$ cat src/rtl/axis_dsrc_if.sv
// AXI-Stream bus bundle between the pattern source and its downstream sink.
interface axis_dsrc_if #(
    parameter int unsigned NB = 4
) ();
    logic              TVALID;
    logic              TREADY;
    logic [8*NB-1:0]   TDATA;
    logic [NB-1:0]     TSTRB;
    logic              TLAST;

    modport master (output TVALID, TDATA, TSTRB, TLAST, input TREADY);
    modport slave  (input TVALID, TDATA, TSTRB, TLAST, output TREADY);
endinterface

$ cat src/rtl/axis_dsrc.sv
// Command-driven AXI-Stream pattern source with byte count and additive checksum
// matching the sink's accounting rules.
module axis_dsrc #(
    parameter int unsigned C_M_AXIS_TDATA_NUM_BYTES = 4
) (
    input  logic                                    AXIS_ACLK,
    input  logic                                    AXIS_ARESETN,
    axis_dsrc_if.master                             M_AXIS,
    input  logic [31:0]                             cmd,
    input  logic                                    new_cmd,
    input  logic [31:0]                             len_words,
    input  logic [15:0]                             pkt_words,
    input  logic [8*C_M_AXIS_TDATA_NUM_BYTES-1:0]   seed,
    output logic [31:0]                             stat,
    output logic [31:0]                             sent_bytes,
    output logic [63:0]                             checksum
);
    localparam int unsigned NB = C_M_AXIS_TDATA_NUM_BYTES;
    localparam int unsigned W  = 8 * NB;

    typedef enum logic [1:0] {S_IDLE, S_RUN, S_DONE} state_t;

    state_t         r_state, w_state_nxt;
    logic           r_valid, w_valid_nxt;
    logic           r_done, w_done_nxt;
    logic           r_aborted, w_aborted_nxt;
    logic [31:0]    r_len;
    logic [15:0]    r_pkt;
    logic           r_mode;
    logic [W-1:0]   r_data;
    logic [31:0]    r_beat;
    logic [15:0]    r_pidx;
    logic           r_last;
    logic           r_abort_pend;
    logic [31:0]    r_sent;
    logic [63:0]    r_sum;

    logic           w_start, w_stop, w_clear, w_hs, w_end, w_launch;
    logic [31:0]    w_beat_nxt;
    logic [15:0]    w_pidx_nxt;
    logic           w_last_nxt;
    logic           w_unused_cmd;

    assign w_start      = new_cmd & (cmd[1:0] == 2'b01);
    assign w_stop       = new_cmd & (cmd[1:0] == 2'b10);
    assign w_clear      = new_cmd & (cmd[1:0] == 2'b11);
    assign w_unused_cmd = ^{cmd[31:5], cmd[3:2]};
    assign w_hs         = r_valid & M_AXIS.TREADY;
    assign w_launch     = w_start & (r_state != S_RUN);
    // A stop coinciding with a handshake makes that handshake the last one.
    assign w_end        = w_hs & ((r_beat == r_len - 32'd1) | r_abort_pend | w_stop);

    // Counters for the beat presented after the current one is accepted.
    assign w_beat_nxt = r_beat + 32'd1;
    assign w_pidx_nxt = r_last ? 16'd0 : r_pidx + 16'd1;
    assign w_last_nxt = (w_beat_nxt == r_len - 32'd1) |
                        ((r_pkt != 16'd0) & (w_pidx_nxt == r_pkt - 16'd1));

    always_ff @(posedge AXIS_ACLK or negedge AXIS_ARESETN) begin
        if (!AXIS_ARESETN) begin
            r_state   <= S_IDLE;
            r_valid   <= 1'b0;
            r_done    <= 1'b0;
            r_aborted <= 1'b0;
        end else begin
            r_state   <= w_state_nxt;
            r_valid   <= w_valid_nxt;
            r_done    <= w_done_nxt;
            r_aborted <= w_aborted_nxt;
        end
    end

    always_comb begin
        w_state_nxt   = r_state;
        w_valid_nxt   = r_valid;
        w_done_nxt    = r_done;
        w_aborted_nxt = r_aborted;
        case (r_state)
            S_IDLE, S_DONE: begin
                if (w_start) begin
                    w_aborted_nxt = 1'b0;
                    if (len_words == 32'd0) begin
                        w_state_nxt = S_DONE;
                        w_done_nxt  = 1'b1;
                        w_valid_nxt = 1'b0;
                    end else begin
                        w_state_nxt = S_RUN;
                        w_done_nxt  = 1'b0;
                        w_valid_nxt = 1'b1;
                    end
                end else if (w_clear) begin
                    w_state_nxt   = S_IDLE;
                    w_done_nxt    = 1'b0;
                    w_aborted_nxt = 1'b0;
                end
            end
            S_RUN: begin
                if (w_end) begin
                    w_state_nxt   = S_DONE;
                    w_valid_nxt   = 1'b0;
                    w_done_nxt    = 1'b1;
                    w_aborted_nxt = r_abort_pend | w_stop;
                end
            end
            default: begin
                w_state_nxt = S_IDLE;
                w_valid_nxt = 1'b0;
            end
        endcase
    end

    // Pattern generator and accounting datapath.
    always_ff @(posedge AXIS_ACLK or negedge AXIS_ARESETN) begin
        if (!AXIS_ARESETN) begin
            r_len        <= '0;
            r_pkt        <= '0;
            r_mode       <= 1'b0;
            r_data       <= '0;
            r_beat       <= '0;
            r_pidx       <= '0;
            r_last       <= 1'b0;
            r_abort_pend <= 1'b0;
            r_sent       <= '0;
            r_sum        <= '0;
        end else if (w_launch) begin
            r_len        <= len_words;
            r_pkt        <= pkt_words;
            r_mode       <= cmd[4];
            r_data       <= seed;
            r_beat       <= '0;
            r_pidx       <= '0;
            r_last       <= (len_words == 32'd1) | (pkt_words == 16'd1);
            r_abort_pend <= 1'b0;
            r_sent       <= '0;
            r_sum        <= '0;
        end else if (w_clear && r_state != S_RUN) begin
            r_sent <= '0;
            r_sum  <= '0;
        end else if (r_state == S_RUN) begin
            if (w_stop)
                r_abort_pend <= 1'b1;
            if (w_hs) begin
                r_sent <= r_sent + 32'(NB);
                r_sum  <= r_sum + 64'(r_data);
                if (!w_end) begin
                    r_data <= r_mode ? r_data : r_data + W'(1);
                    r_beat <= w_beat_nxt;
                    r_pidx <= w_pidx_nxt;
                    r_last <= w_last_nxt;
                end
            end
        end
    end

    assign M_AXIS.TVALID = r_valid;
    assign M_AXIS.TDATA  = r_data;
    assign M_AXIS.TLAST  = r_last;
    assign M_AXIS.TSTRB  = {NB{r_valid}};
    assign stat          = {29'd0, r_aborted, r_done, r_valid};
    assign sent_bytes    = r_sent;
    assign checksum      = r_sum;
endmodule

$ cat src/flat_wrapper.sv
// flat-port wrapper written by rule: the top's interface ports become plain ports
module axis_dsrc_flat 
#(
    parameter int unsigned C_M_AXIS_TDATA_NUM_BYTES = 4
)
  (AXIS_ACLK, AXIS_ARESETN, cmd, new_cmd, len_words, pkt_words, seed, stat, sent_bytes, checksum, M_AXIS_TVALID, M_AXIS_TDATA, M_AXIS_TSTRB, M_AXIS_TLAST, M_AXIS_TREADY);
  axis_dsrc_if #(.NB((4))) M_AXIS_i ();
  input  logic AXIS_ACLK;
  input  logic AXIS_ARESETN;
  input  logic [31:0] cmd;
  input  logic new_cmd;
  input  logic [31:0] len_words;
  input  logic [15:0] pkt_words;
  input  logic [8*C_M_AXIS_TDATA_NUM_BYTES-1:0] seed;
  output logic [31:0] stat;
  output logic [31:0] sent_bytes;
  output logic [63:0] checksum;
  output wire logic [$bits(M_AXIS_i.TVALID)-1:0] M_AXIS_TVALID;
  output wire logic [$bits(M_AXIS_i.TDATA)-1:0] M_AXIS_TDATA;
  output wire logic [$bits(M_AXIS_i.TSTRB)-1:0] M_AXIS_TSTRB;
  output wire logic [$bits(M_AXIS_i.TLAST)-1:0] M_AXIS_TLAST;
  input wire logic [$bits(M_AXIS_i.TREADY)-1:0] M_AXIS_TREADY;
  assign M_AXIS_TVALID = M_AXIS_i.TVALID;
  assign M_AXIS_TDATA = M_AXIS_i.TDATA;
  assign M_AXIS_TSTRB = M_AXIS_i.TSTRB;
  assign M_AXIS_TLAST = M_AXIS_i.TLAST;
  assign M_AXIS_i.TREADY = M_AXIS_TREADY;
  axis_dsrc #(.C_M_AXIS_TDATA_NUM_BYTES(C_M_AXIS_TDATA_NUM_BYTES)) u_core (.AXIS_ACLK(AXIS_ACLK), .AXIS_ARESETN(AXIS_ARESETN), .M_AXIS(M_AXIS_i), .cmd(cmd), .new_cmd(new_cmd), .len_words(len_words), .pkt_words(pkt_words), .seed(seed), .stat(stat), .sent_bytes(sent_bytes), .checksum(checksum));
endmodule
$ cat config.mk
export PLATFORM = sky130hd
export DESIGN_NAME = axis_dsrc_flat
export DESIGN_NICKNAME = d
export VERILOG_FILES = /design/src/rtl/axis_dsrc_if.sv /design/src/rtl/axis_dsrc.sv /design/src/flat_wrapper.sv
export SDC_FILE = /design/constraint.sdc
export NUM_CORES = 1
export LEC_CHECK = 0
export ABC_CLOCK_PERIOD_IN_PS = 8650
export CAP_MARGIN = 20
export CORE_MARGIN = 3
export CORE_UTILIZATION = 40
export CTS_CLUSTER_SIZE = 24
export DETAILED_ROUTE_END_ITERATION = 8
export DONT_BUFFER_PORTS = 1
export GPL_TIMING_DRIVEN = 0
export PLACE_DENSITY = 0.65
export SKIP_LAST_GASP = 1
export SYNTH_ARGS = -nofsm -noshare
export SYNTH_HDL_FRONTEND = slang
export SYNTH_SLANG_ARGS = --single-unit
$ cat constraint.sdc
create_clock -name AXIS_ACLK -period 8.65 [get_ports AXIS_ACLK]
set_input_delay 2.595 -clock AXIS_ACLK [delete_from_list [all_inputs] [get_ports AXIS_ACLK]]
set_output_delay 2.595 -clock AXIS_ACLK [all_outputs]
set_load 0.02 [all_outputs]
; After elaboration in Yosys (flattened, before gate mapping)
; Cells that the tools add are included.
[classes]
n_addsub = 7
eq_ne = 17
muxes = 51
n_bitwise = 12
reduce_logical = 18
[ops]
columns = operator, n
row1 = $mux W32, 15
row2 = $mux W64, 4
row3 = $mux W16, 6
row4 = $add A32 B1 Y32 const B, 2
row5 = $add A64 B32 Y64, 1
row6 = $eq A32 B32 Y1, 2
row7 = $add A32 B3 Y32 const B, 1
row8 = $eq A32 B1 Y1 const B, 1
row9 = $logic_not A32 Y1, 1
row10 = $sub A32 B1 Y32 const B, 1
row11 = $mux W1, 18
row12 = $add A16 B1 Y16 const B, 1
row13 = $eq A16 B1 Y1 const B, 1
row14 = $eq A16 B16 Y1, 1
row15 = $reduce_bool A16 Y1, 1
row16 = $sub A16 B1 Y16 const B, 1
row17 = $mux W2, 4
row18 = $ne A2 B1 Y1 const B, 4
row19 = $reduce_bool A2 Y1, 4
row20 = $and A1 B1 Y1, 7
row21 = $eq A2 B2 Y1 const B, 3
row22 = $pmux W1 S2, 3
row23 = $reduce_and A2 Y1, 3
row24 = $reduce_and A3 Y1, 2
row25 = 11 further kinds, 18
[totals]
regBits = 232
input_bits = 116
out_inout_bits = 166
wordCells = 119

; Depth between registers and ports, before layout
[depth]
depth_word = 10
ltp_mapped = 16
ltp_nobuf = 12

; Least setup slack after synthesis
; No wires, ideal clock.
[synth_path]
path_type = input to register
startpoint = in new_cmd
endpoint = reg u_core.r_data[28] (netlist: u_core.M_AXIS.TDATA[28])
setup_ns = 0.136
arrival_ns = 4.269
required_ns = 8.514
path_slack_ns = 4.245
stages = 8
path_buffers = 2
cell_sequence = nand2_1 -> nor2_1 -> or4_1 -> clkbuf_1 -> clkbuf_1 -> nor4_1 -> xnor2_1 -> o21ai_0
[synth_between]
elab_chain_len = 5
elab_cells_between_ends = 14
classes_between = 3 x eq/ne / 1 x mux / 6 x bitwise / 4 x reduce/logical
[synth_lines]
columns = item, line
row1 = "start, declared", flat_wrapper.sv:11  ; input logic new_cmd;
row2 = $and A1 B1 Y1, axis_dsrc.sv:45  ; assign w_stop = new_cmd & (cmd[1:0] == 2'b10);
row3 = $or A1 B1 Y1, axis_dsrc.sv:51  ; assign w_end = w_hs & ((r_beat == r_len - 32'd1) | r_abort_pend | w_stop);
row4 = $and A1 B1 Y1, axis_dsrc.sv:51
row5 = $ne A2 B2 Y1 (no source line), n/a
row6 = $reduce_and A5 Y1 (no source line), n/a
row7 = "end signal, assigned", axis_dsrc.sv:146  ; r_data <= r_mode ? r_data : r_data + W'(1);
row8 = "end, declared", axis_dsrc.sv:30  ; logic [W-1:0] r_data;
; Several ways; a longest one is shown, not always the timed one.
; A chain may end at the register's enable or synchronous reset.

; Worst setup path in the final report
[layout_path]
startpoint = reg u_core.r_len[0]
endpoint = reg u_core.r_beat[15]
[layout_between]
elab_chain_len = 7
[layout_lines]
columns = item, line
row1 = "start, declared", axis_dsrc.sv:27  ; logic [31:0] r_len;
row2 = "start signal, assigned", axis_dsrc.sv:126  ; r_len <= len_words;
row3 = $sub A32 B1 Y32, axis_dsrc.sv:51
row4 = $eq A32 B32 Y1, axis_dsrc.sv:51
row5 = $or A1 B1 Y1 (2 in a row), axis_dsrc.sv:51
row6 = $and A1 B1 Y1, axis_dsrc.sv:51
row7 = $ne A2 B2 Y1 (no source line), n/a
row8 = $reduce_and A4 Y1 (no source line), n/a
row9 = "end signal, assigned", axis_dsrc.sv:147  ; r_beat <= w_beat_nxt;
row10 = "end, declared", axis_dsrc.sv:31  ; logic [31:0] r_beat;
; Every way passes these cells.

==> summary.txt <==
Worst setup path
  • End of the worst register-to-register path: u_core.r_beat[15]
  • Capturing element type of the critical path: flip-flop
  • Cell depth of the worst flop-to-flop path: 13
  • Type of the worst setup path: reg -> reg
  • Type of origin of the critical path: flip-flop
  • Required time at the worst-slack endpoint: roughly 9100 ps
  • Maximum fanout along the worst path: 10
  • Minimum setup slack among reg-to-reg paths: 3950 ps
  • Data arrival time of the critical path: 5170 ps
  • Reg-to-Reg Start: u_core.r_len[0]

Route
  • Routed vias: roughly 14,000
  • Length of the first detailed-routing pass in iterations: 6
  • Wire length reported by the detailed router: 49,800 µm
  • Final routed wire length divided by cell count: 20.0 µm
  • Antenna violation net count after detailed routing: 0
  • Detail-routed via count per cell: 5.77
  • Remaining routing DRC violations: 0
  • DRT iter0 DRCs: 1,179

Floorplan
  • Core Rows: 71
  • I/O pin count: ~280
  • Starting density of the core: 0.410
  • Total die area: 41,400 µm²
  • Die Y-Extent: 204 µm
  • Floorplan die width: 204 µm
  • Core region area: 38,100 µm²

Yosys
  • Synth warn: 0
  • Sequential fraction of the synthesis area: 0.369
  • Async S/R FF share, synth: 1.00
  • Number of enable flip-flop cells after synthesis: 0
  • Flops & latches, synth: 230
  • Number of distinct library cell variants in the gate-level netlist after synthesis: 80
  • Leading register cell type out of synthesis: dfrtp_1
  • Synthesized netlist cell count: ~1,900
  • Post-Syn Area per Cell: 8.24 µm²
  • Netlist area before placement: approximately 16,000 µm²

Global route
  • Wire length of the first global-routing pass: 78,500 µm
  • Most used routing layer in global routing: met2
  • Antenna violations before repair: 0
  • GRT Resource Usage Total: 0.234
  • Largest net degree at the start of global routing: 231
  • Global route overflow: 0
  • Global Route met3 Usage: 0.0638
  • Vias in the first global route: between 10,000 and 15,000
  • Met1 capacity usage during global routing: 0.321
  • Met2 usage in global routing: 0.364

Finish
  • Layout Utilization: 0.458
  • Area Overhead vs Synth: 11.8%
  • Share of layout cells above drive strength 1: 0.0667
  • Fillers: 3,754
  • Count of nets after finishing: 2,112
  • Antenna diode count: 0

STA
  • Worst slew slack as a fraction of its limit: 0.423
  • Final number of max-transition violations: 0
  • Unrepaired setup endpoints after global routing: no
  • Final setup slack of the worst path: 3950 ps
  • Setup Skew: 31.2 ps
  • Number of failing setup endpoints in the final timing report: 0
  • Slew at the pin closest to its max-slew limit: between 800 and 900 ps
  • Peak clock frequency supported by timing: about 0.21 GHz
  • Sum of negative setup slack: 0 ps
  • Time the final worst path needs with I/O delays and setup: 4700 ps
  • Final hold viol count: 0
  • Portion of the clock cycle consumed by the worst path in the final layout: 0.543
  • Worst-case hold slack: 495 ps

Clock network
  • Total clock sinks: 230
  • Hold-fix buffers at CTS: 0
  • CTS clock-pin slew for the worst setup and hold paths: 60 ps
  • Clock tree buffer depth: 3
  • CTS Root Buffer Type: clkbuf_16
  • CTS tree: yes
  • Number of levels in the clock H-tree: 1
  • CTS buffer count: 28
  • Buffers inserted during post-CTS setup optimization: 0
  • Number of instances resized during post-cts repair: 0
  • Clock latency on the worst-skew pair: 570 ps

Worst hold path
  • Worst Hold Path Cells: 2
  • End point of the most critical hold path: u_core.r_mode
  • Min-Delay Startpoint: u_core.r_mode
  • Hold Crit Class: reg -> reg

Job
  • Total of max-cap violations: 0

Place
  • Final weighted congestion in routability-driven placement: around 0.95
  • HPWL after detailed placement: 37,100 µm
  • Worst setup slack before clock tree synthesis: 3450 ps
  • Number of port buffers: 0

Power and ir drop
  • Leakage power: 7.26 nW
  • Peak VDD IR: 0.000175 V
  • Power per standard cell area: 263 nW/µm²

Status
  • Status: finished clean
routing by layer:
| metal | routed length [µm] | up-vias |
|---|---|---|
| met1 | 21700 | 6947 |
| met3 | 4370 | 80 |
| met5 | 0 | - |
| met2 | 22200 | 521 |
| met4 | 1610 | 0 |
| li1 | - | 6813 |
layout by cell type, fill, tap and decap left out, types with 38 or more instances in the layout:
cell / n
o21ai_0: 148
nor3_1: 53
a21oi_1: 55
nor2_1: 122
ha_1: 38
buf_4: 40
nand3_1: 112
nand2_1: 335
dfrtp_1: 230
clkbuf_1: 85
nor4_1: 65
xor2_1: 67
xnor2_1: 133
per-stage QoR:
stage	cells	total power [mW]	cell area [µm²]
4_1_cts	2489	4.60	17500
5_1_grt	2489	4.87	17500
2_1_floorplan	1925	2.81	15700
3_3_place_gp	2436	3.19	16400
6_report	2489	4.59	17500
3_5_place_dp	2438	3.23	16400
final cells by class:
| type | count | area [µm²] | share of cell area |
|---|---|---|---|
| multi-input cells | 1529 | 9160 | 0.524 |
| plain buffers | 140 | 728 | 0.0417 |
| clock buffers | 36 | 791 | 0.0453 |
| repair buffers | 2 | 18.8 | 0.00108 |
| well taps | 511 | 639 | 0.0366 |
| inverters | 26 | 97.6 | 0.00559 |
| clock inverters | 15 | 272 | 0.0156 |
| flip-flops and latches | 230 | 5760 | 0.330 |
cells by family after synthesis:
family,after synthesis,synth area share
buffers and inverters,166,0.0529
adder cells (fa/ha/maj),39,0.0317
other,1,0.000240
AND/OR/NAND/NOR,885,0.281
XOR/XNOR,200,0.112
flip-flops,230,0.369
multiplexers,16,0.0103
AO/OA/AOI/OAI,358,0.143
registers in the layout, summed over array words and instances (netlist names), 2 cells and up:
signal,cells
u_core.r_state,2
u_core.r_beat,32
u_core.r_len,32
u_core.M_AXIS.TDATA,32
u_core.checksum,64
u_core.sent_bytes,30
u_core.r_pkt,16
u_core.r_pidx,16
Yosys cell counts (7+ instances only):
master    instances  area share
o211ai_1          9      0.0043
nand2b_1          9      0.0036
or2_2             7      0.0028
xnor2_1         133       0.075
mux2i_1          16       0.010
a21oi_1          55       0.018
nor4_1           65       0.026
ha_1             38       0.030
clkbuf_1         83       0.020
a21o_1           37       0.018
o31ai_1          21       0.010
buf_2             9      0.0029
a31oi_1          13      0.0052
nor2_1          122       0.029
or3_1            16      0.0064
nor3_1           54       0.017
a211oi_1          9      0.0043
nand4_1          37       0.015
and3_1           32       0.013
and4_1           12      0.0067
and2_1           11      0.0044
or4_1            17      0.0082
buf_4            39       0.019
nand2_1         335       0.081
inv_1            25      0.0060
dfrtp_1         230        0.37
xor2_1           67       0.038
nor3b_1          11      0.0053
nand3_1         112       0.036
o21ai_0         148       0.047
nor2b_1           9      0.0036
worst max path at each step:
stage / endpoint / slack (ps) / cells after the start / startpoint
after detailed placement: u_core.checksum[63] / 3450 / 9 / M_AXIS_TREADY
after global placement: u_core.M_AXIS.TDATA[27] / 2850 / 6 / new_cmd
final: u_core.r_beat[15] / 3950 / 13 / u_core.r_len[0]
after global routing: u_core.r_beat[15] / 3670 / 13 / u_core.r_len[0]
after floorplan: u_core.M_AXIS.TDATA[28] / 4240 / 8 / new_cmd
after CTS: u_core.r_pidx[11] / 4020 / 13 / u_core.r_len[0]
where the power goes:
| part | leakage, nW | switching [mW] | internal [mW] | total (mW) |
|---|---|---|---|---|
| clock network | 0.521 | 0.504 | 0.854 | 1.36 |
| logic | 3.67 | 0.893 | 0.620 | 1.51 |
| registers | 3.08 | 0.451 | 1.27 | 1.72 |
| total | 7.26 | 1.85 | 2.74 | 4.59 |
worst max-delay path: stages (launching register included):
cell and delay, ps:
dfrtp_1 450, inv_1 100, ha_1 230, nor3b_1 340, nand4_1 520, nor3_1 390, xor2_1 190, a221o_1 390
nor4_2 290, nand4b_1 270, a21oi_2 670, clkbuf_1 460, o21ai_0 170, o21ai_0 110
Power figures use the tool's default switching activity.
